[config.mk]
export PLATFORM = sky130hd
export DESIGN_NAME = normalize16
export DESIGN_NICKNAME = d
export VERILOG_FILES = /design/src/rtl/normalize_pkg.sv /design/src/rtl/lzd.sv /design/src/rtl/normalize16.sv
export SDC_FILE = /design/constraint.sdc
export NUM_CORES = 1
export LEC_CHECK = 0
export ABC_CLOCK_PERIOD_IN_PS = 2700
export BUFFER_PORTS_ARGS = -buffer_cell sky130_fd_sc_hd__buf_2
export CAP_MARGIN = 10
export CELL_PAD_IN_SITES_DETAIL_PLACEMENT = 2
export CELL_PAD_IN_SITES_GLOBAL_PLACEMENT = 2
export CORE_MARGIN = 4
export CORE_UTILIZATION = 35
export DETAILED_ROUTE_END_ITERATION = 10
export PLACE_DENSITY_LB_ADDON = 0.05
export SETUP_SLACK_MARGIN = 0.1
export SKIP_LAST_GASP = 1
export SLEW_MARGIN = 10
export SYNTH_ARGS = -nofsm -noshare
export SYNTH_HDL_FRONTEND = slang
export SYNTH_SLANG_ARGS = --single-unit
[constraint.sdc]
create_clock -name clk -period 2.7 [get_ports clk]
set_input_delay 0.405 -clock clk [delete_from_list [all_inputs] [get_ports clk]]
set_output_delay 0.405 -clock clk [all_outputs]
set_load 0.005 [all_outputs]
[src/rtl/normalize_pkg.sv]
// Shared definitions for the sequential leading-zero normalizer: FSM states
// and the nibble-scan constants used with the 4-bit lzd.
package normalize_pkg;

    typedef enum logic [1:0] {
        IDLE  = 2'd0,
        SCAN  = 2'd1,
        SHIFT = 2'd2,
        DONE  = 2'd3
    } stateT;

    localparam int NIBBLE = 4;

    // lzd reports this code when the whole nibble is zero
    localparam logic [2:0] LZD_ALLZERO = 3'd4;

endpackage

[src/rtl/lzd.sv]
// 4-bit leading-zero detector: returns 0..3 for a nonzero nibble, 4 when all zero.
module lzd (
    input  logic [3:0] lzdIn,
    output logic [2:0] lzdOut
);

    always_comb begin
        lzdOut = 3'd4;
        casez (lzdIn)
            4'b1???: lzdOut = 3'd0;
            4'b01??: lzdOut = 3'd1;
            4'b001?: lzdOut = 3'd2;
            4'b0001: lzdOut = 3'd3;
            default: lzdOut = 3'd4;
        endcase
    end

endmodule

[src/rtl/normalize16.sv]
// Sequential normalizer: scans the captured word one nibble per cycle through
// a single lzd, then barrel-shifts it left so the MSB is set.
module normalize16
    import normalize_pkg::*;
#(
    parameter int WIDTH = 16,
    parameter int LZW   = $clog2(WIDTH) + 1
) (
    input  logic             clk,
    input  logic             reset,
    input  logic             start,
    input  logic [WIDTH-1:0] din,
    output logic             busy,
    output logic             done,
    output logic             zero,
    output logic [LZW-1:0]   lzc,
    output logic [WIDTH-1:0] mant
);

    localparam int NIBBLES = WIDTH / NIBBLE;
    localparam int IDXW    = (NIBBLES > 1) ? $clog2(NIBBLES) : 1;
    localparam logic [IDXW-1:0] TOP_IDX = IDXW'(NIBBLES - 1);

    stateT              stateReg;
    logic [WIDTH-1:0]   dataReg;
    logic [IDXW-1:0]    idxReg;
    logic [LZW-1:0]     accReg;
    logic               zeroFlagReg;
    logic [LZW-1:0]     lzcReg;
    logic               zeroReg;
    logic [WIDTH-1:0]   mantReg;

    logic [3:0]         lzdIn;
    logic [2:0]         lzdOut;
    logic [LZW-1:0]     accSum;

    assign lzdIn  = dataReg[idxReg*NIBBLE +: NIBBLE];
    assign accSum = accReg + LZW'(lzdOut);

    lzd uLzd (
        .lzdIn  (lzdIn),
        .lzdOut (lzdOut)
    );

    always_ff @(posedge clk) begin
        if (reset) begin
            stateReg    <= IDLE;
            dataReg     <= '0;
            idxReg      <= TOP_IDX;
            accReg      <= '0;
            zeroFlagReg <= 1'b0;
            lzcReg      <= '0;
            zeroReg     <= 1'b0;
            mantReg     <= '0;
        end else begin
            case (stateReg)
                IDLE, DONE: begin
                    // DONE accepts too, so requests can run back to back
                    if (start) begin
                        dataReg     <= din;
                        accReg      <= '0;
                        idxReg      <= TOP_IDX;
                        zeroFlagReg <= 1'b0;
                        stateReg    <= SCAN;
                    end else begin
                        stateReg    <= IDLE;
                    end
                end
                SCAN: begin
                    accReg <= accSum;
                    if (lzdOut == LZD_ALLZERO) begin
                        if (idxReg == '0) begin
                            zeroFlagReg <= 1'b1;
                            stateReg    <= SHIFT;
                        end else begin
                            idxReg <= idxReg - IDXW'(1);
                        end
                    end else begin
                        stateReg <= SHIFT;
                    end
                end
                SHIFT: begin
                    // a shift by WIDTH naturally yields zero
                    mantReg  <= dataReg << accReg;
                    lzcReg   <= accReg;
                    zeroReg  <= zeroFlagReg;
                    stateReg <= DONE;
                end
                default: stateReg <= IDLE;
            endcase
        end
    end

    assign busy = (stateReg == SCAN) || (stateReg == SHIFT);
    assign done = (stateReg == DONE);
    assign zero = zeroReg;
    assign lzc  = lzcReg;
    assign mant = mantReg;

endmodule

# == Yosys cells after proc, flatten, opt, wreduce, memory -nomap -nowiden ==
# Cells that the tools add are included.
# word_totals
reg_bits,48
inputBits,19
word_cells,48
# classes
add_sub_neg,2
eq_ne,12
n_shift,2
muxes,15
reduce_logical,9
# op_table
op,n
indexed part select 16 x 5 -> 4 bit,1
left shift 16 x 5 -> 16 bit,1
case mux 3 bit (4 select lines),1
2-to-1 mux 2 bit,5
case mux 5 bit (2 select lines),1
!= test 2 bit (second input constant),4
AND reduction 4 bit,2
case mux 2 bit (3 select lines),1
adder 5 x 3 -> 5 bit,1
2-to-1 mux 5 bit,1
equality test 2 x 1 -> 1 bit (second input constant),2
equality test 2 bit (second input constant),2
equality test 4 x 1 -> 1 bit (second input constant),1
logical NOT 2 bit,2
2-to-1 mux 1 bit,4
case mux 2 bit (2 select lines),1
AND reduction 2 bit,2
equality test 3 x 1 -> 1 bit (second input constant),1
equality test 3 bit (second input constant),1
!= test 3 bit (second input constant),1
case mux 1 bit (2 select lines),1
nonzero test 2 bit,1
OR reduction 2 bit,1
subtractor 2 x 1 -> 2 bit (second input constant),1
logical OR 1 bit,1

# == Depth between registers and ports, before layout ==
# logic_depth
depth_word,6
ltp_mapped,11
ltp_nobuf,10

# == Hierarchy ==
# A second synthesis with hierarchy kept.
# hier_totals
hier_cells,303
hier_area_um2,2687.6
# modules_own_cells
mod,n_inst,cells_per_inst,area_per_inst_um2
normalize16,1,297,2651.3
lzd,1,6,36.3

# == Worst setup path before layout ==
# OpenSTA, ideal clock, no wires.
# synth_path
kind,reg-to-reg
from,register idxReg[0]
to,register accReg[4]
setup_time_ns,0.115
arrival_ns,2.283
path_slack_ns,0.302
path_stages_with_launch,11
path_cell_list,dfxtp_1 buf_6 mux4_2 or4_1 buf_2 inv_1 ha_1 a21oi_1 nor3b_1 xnor2_1 nor2_1
# synth_between
elab_chain_cells,5
word_cells_on_any_way,7
classes_between,add/sub: 1; eq/ne: 3; shift: 1; mux: 2
# synth_lines
element,line,rtl
from (decl),normalize16.sv:26,logic [IDXW-1:0] idxReg;
from (signal assigned),normalize16.sv:76,idxReg <= idxReg - IDXW'(1);
indexed part select 16 x 5 -> 4 bit (*),normalize16.sv:37,assign lzdIn = dataReg[idxReg*NIBBLE +: NIBBLE];
"equality test 4 x 1 -> 1 bit, or another cell as far along",lzd.sv:9,casez (lzdIn)
case mux 3 bit (4 select lines) (*),lzd.sv:9,
adder 5 x 3 -> 5 bit (*),normalize16.sv:38,assign accSum = accReg + LZW'(lzdOut);
case mux 5 bit (2 select lines) (*),normalize16.sv:56,case (stateReg)
to (signal assigned),normalize16.sv:70,accReg <= accSum;
to (decl),normalize16.sv:27,logic [LZW-1:0] accReg;
# Mark *: on every way between the ends. The rest lies on a longest branch, timed or not.
# A chain may end at the register's enable or synchronous reset.

# == Final worst setup path ==
# Same ends and word-level chain as after synthesis.

==> impl_metrics.json <==
{
  "die_area_mm2": 0.00891,
  "clk_path_buf_depth": 2,
  "synth.area.top_cells": "dfxtp_1 (37%), mux4_2 (15%), mux2i_1 (5.4%), nand2_1 (5.3%), a21oi_1 (4.2%)",
  "r2r_start": "idxReg[0]",
  "yosys_register_bits": 48,
  "num-fill-cells": 829,
  "fin_skew_ns": 0.00668,
  "cp.arrival_ns": 2.62,
  "hold_path_class": "input pin to flop",
  "drive_above_1_share_pct": 31.0,
  "tritoncts": "built",
  "p_total_w": 0.00249,
  "io_buffers": 42,
  "crit_end": "accReg[4]",
  "ios": 43,
  "core-area_mm2": 0.00725,
  "syn2layout_area_growth_pct": 18.2,
  "final-hold-violation-count": 0,
  "start_util_pct": 36.0,
  "grt_max_degree": 20,
  "fmax_ghz": 0.413,
  "diodes": 0,
  "grt_pass1_wl_um": 12800,
  "postSynthAreaPerCell_um2": 9.68,
  "grt_overflow_total": 0,
  "maxCapViolations": 0,
  "status": "complete, no violations",
  "regArea_um2": 965,
  "wl_met3_um": 247,
  "place_congestion": 0.812,
  "setup.worst_path.start": "idxReg[0]",
  "clkTransAtPathRegs_ns": 0.09,
  "critPathLaunchType": "flop",
  "worst_slew_margin_rel_pct": 53.8,
  "yosysTopAreaCell": "dfxtp_1",
  "finalSetupTns_ns": 0,
  "synth_seq_area_share_pct": 36.8,
  "powerDensity_mw_per_mm2": 808,
  "top_layer": "met4",
  "grt_pass1_vias": 2384,
  "met2RoutedLength_um": 3710,
  "final_antenna_net_count": 0,
  "die_w_um": 94.4,
  "cts_buffers": 5,
  "dpl.hpwl_um": 5800,
  "ir_drop_v": 0.000281,
  "drt-pass1-iter-count": 4,
  "vias_per_cell": 5.29,
  "yosysWarnings": 0,
  "drt_drc_violations_left": 0,
  "worstPathMaxFanout": 7,
  "endpoint_kind": "flop",
  "insertion_delay_ns": 0.30,
  "slew_violations": 0,
  "synth_area_mm2": 0.00261,
  "yosysTopAreaCellShare_pct": 36.8,
  "path_class": "flop to flop",
  "cts_root_buf": "clkbuf_8",
  "finalCritPeriodShare_pct": 89.8,
  "post-route-min-period_ns": 2.42,
  "hold_slack_ns": 0.337,
  "route.final.wire_length_um": 7500,
  "fin_nets": 344,
  "cts_setup_buffers": 0,
  "first_iter_violations": 69,
  "r2r_cells": 8,
  "route.vias.total": 2195,
  "multiInputGateArea_mm2": 0.00150,
  "h-tree-depth": 2,
  "antenna_found_initial": 0,
  "synth_ff_type": "dfxtp_1",
  "grt_use_total_pct": 18.3,
  "wl_per_cell_um": 18.1,
  "r2r_setup_slack_ns": 0.28,
  "rows": 31,
  "cp.required_ns": 2.90,
  "drt-met1-wl_um": 3500,
  "synth_cell_types": 41,
  "setup_viol": 0,
  "syn_inst": 270,
  "synth_edf_count": 0,
  "postSynth.asyncResetShare_pct": 0,
  "cts_sinks": 48,
  "syn-num-nets": 297,
  "r2r-end": "accReg[4]",
  "worstMarginPinSlew_ns": 0.674,
  "leakage_nw": 1.32,
  "fp.dieH_um": 94.4,
  "rsz0062_at_grt": "false"
}
## what timing repair did
action                                 in CTS  in global routing
pin swaps                                   0                  0
setup endpoints to repair                   1                  2
endpoints found under the hold margin       0                  0
resized for setup                           1                  1
hold buffers                                0                  0
## area by class of cell
cell class,instances,area share [%]
Sequential cell,48,31.3
Clock buffer,5,2.23
Timing Repair Buffer,62,11.7
Multi-Input combinational cell,190,48.6
Clock inverter,1,0.973
Tap cell,99,4.01
Inverter,10,1.22
## how the worst min path moves through the flow
stage / startpoint / end / slack [ns] / depth (start not counted)
3_5_place_dp: mant[3] / mant[3] / 0.47 / 2
5_1_grt: din[2] / dataReg[2] / 0.32 / 3
2_1_floorplan: zeroFlagReg / zeroFlagReg / 0.44 / 2
4_1_cts: din[11] / dataReg[11] / 0.33 / 3
3_3_place_gp: mant[3] / mant[3] / 0.45 / 2
6_report: din[11] / dataReg[11] / 0.34 / 3
## cells in the mapped netlist (3+ instances only)
| cell type | n |
|---|---|
| a222oi_1 | 4 |
| nor2_1 | 26 |
| mux4_2 | 17 |
| o22ai_1 | 4 |
| a32oi_1 | 3 |
| inv_1 | 9 |
| nand2b_1 | 5 |
| a22oi_1 | 10 |
| dfxtp_1 | 48 |
| mux2i_1 | 14 |
| nor3_1 | 10 |
| ha_1 | 7 |
| nand2_1 | 37 |
| mux2_2 | 9 |
| a21oi_1 | 22 |
| clkbuf_1 | 16 |
## metrics by stage
step	util [%]	cells	worst slack (ns)	area, um^2
after floorplan	-	270	0.302	2610
after global placement	41.1	409	0.179	2980
after detailed placement	41.1	409	0.108	2980
after CTS	42.5	415	0.204	3080
after global routing	42.6	415	0.110	3090
final	42.6	415	0.276	3090
## worst max-delay path, stage by stage, from the launching register on
cell     delay, ns
dfxtp_4       0.41
mux4_2        0.54
or4_1         0.56
inv_1         0.10
ha_1          0.27
a21oi_1       0.15
nor3b_1       0.08
xnor2_1       0.18
nor2_1        0.06
## state kept, by name, summed over array words and instances, names as in the netlist
register,flops
zero,1
stateReg,2
mant,16
zeroFlagReg,1
idxReg,2
dataReg,16
lzc,5
accReg,5
## metal layers
layer | GRT usage, % | vias to the layer above
met2 | 31.0 | 38
met5 | 0 | -
met4 | 3.61 | 0
met1 | 24.7 | 1089
met3 | 2.95 | 4
li1 | - | 1064
## cells by family after synthesis
family          after synthesis  share of synthesized area, %
buf+inv                      32                          5.75
xor+xnor                      2                         0.671
mux                          41                          24.9
fa+ha+maj                     8                          4.12
simple gates                 89                          15.1
flops                        48                          36.8
compound gates               50                          12.7
## where the power goes
part	leakage (nW)	switching, W	total [W]	internal, W
combinational	0.882	0.000578	0.00106	0.000477
clock	0.0501	0.000244	0.000510	0.000267
sequential	0.390	0.000117	0.000928	0.000811
total	1.32	0.000939	0.00249	0.00156
## placed cells by master, fill, tap and decap left out, types with 2 or more instances in the layout
master / synthesis / final
a21oi_1: 22 / 22
a222oi_1: 4 / 4
a22oi_1: 10 / 10
a32oi_1: 3 / 3
and2_1: 2 / 2
buf_2: 1 / 42
buf_4: 1 / 20
clkbuf_8: 1 / 5
dfxtp_1: 48 / 47
ha_1: 7 / 7
inv_1: 9 / 9
mux2_2: 9 / 9
mux2i_1: 14 / 14
mux4_2: 17 / 17
nand2_1: 37 / 37
nand2b_1: 5 / 5
nand3_1: 2 / 2
nor2_1: 26 / 26
nor3_1: 10 / 10
o22ai_1: 4 / 4
o2bb2ai_1: 2 / 2
Note: power is estimated with default switching activity, not from simulation.
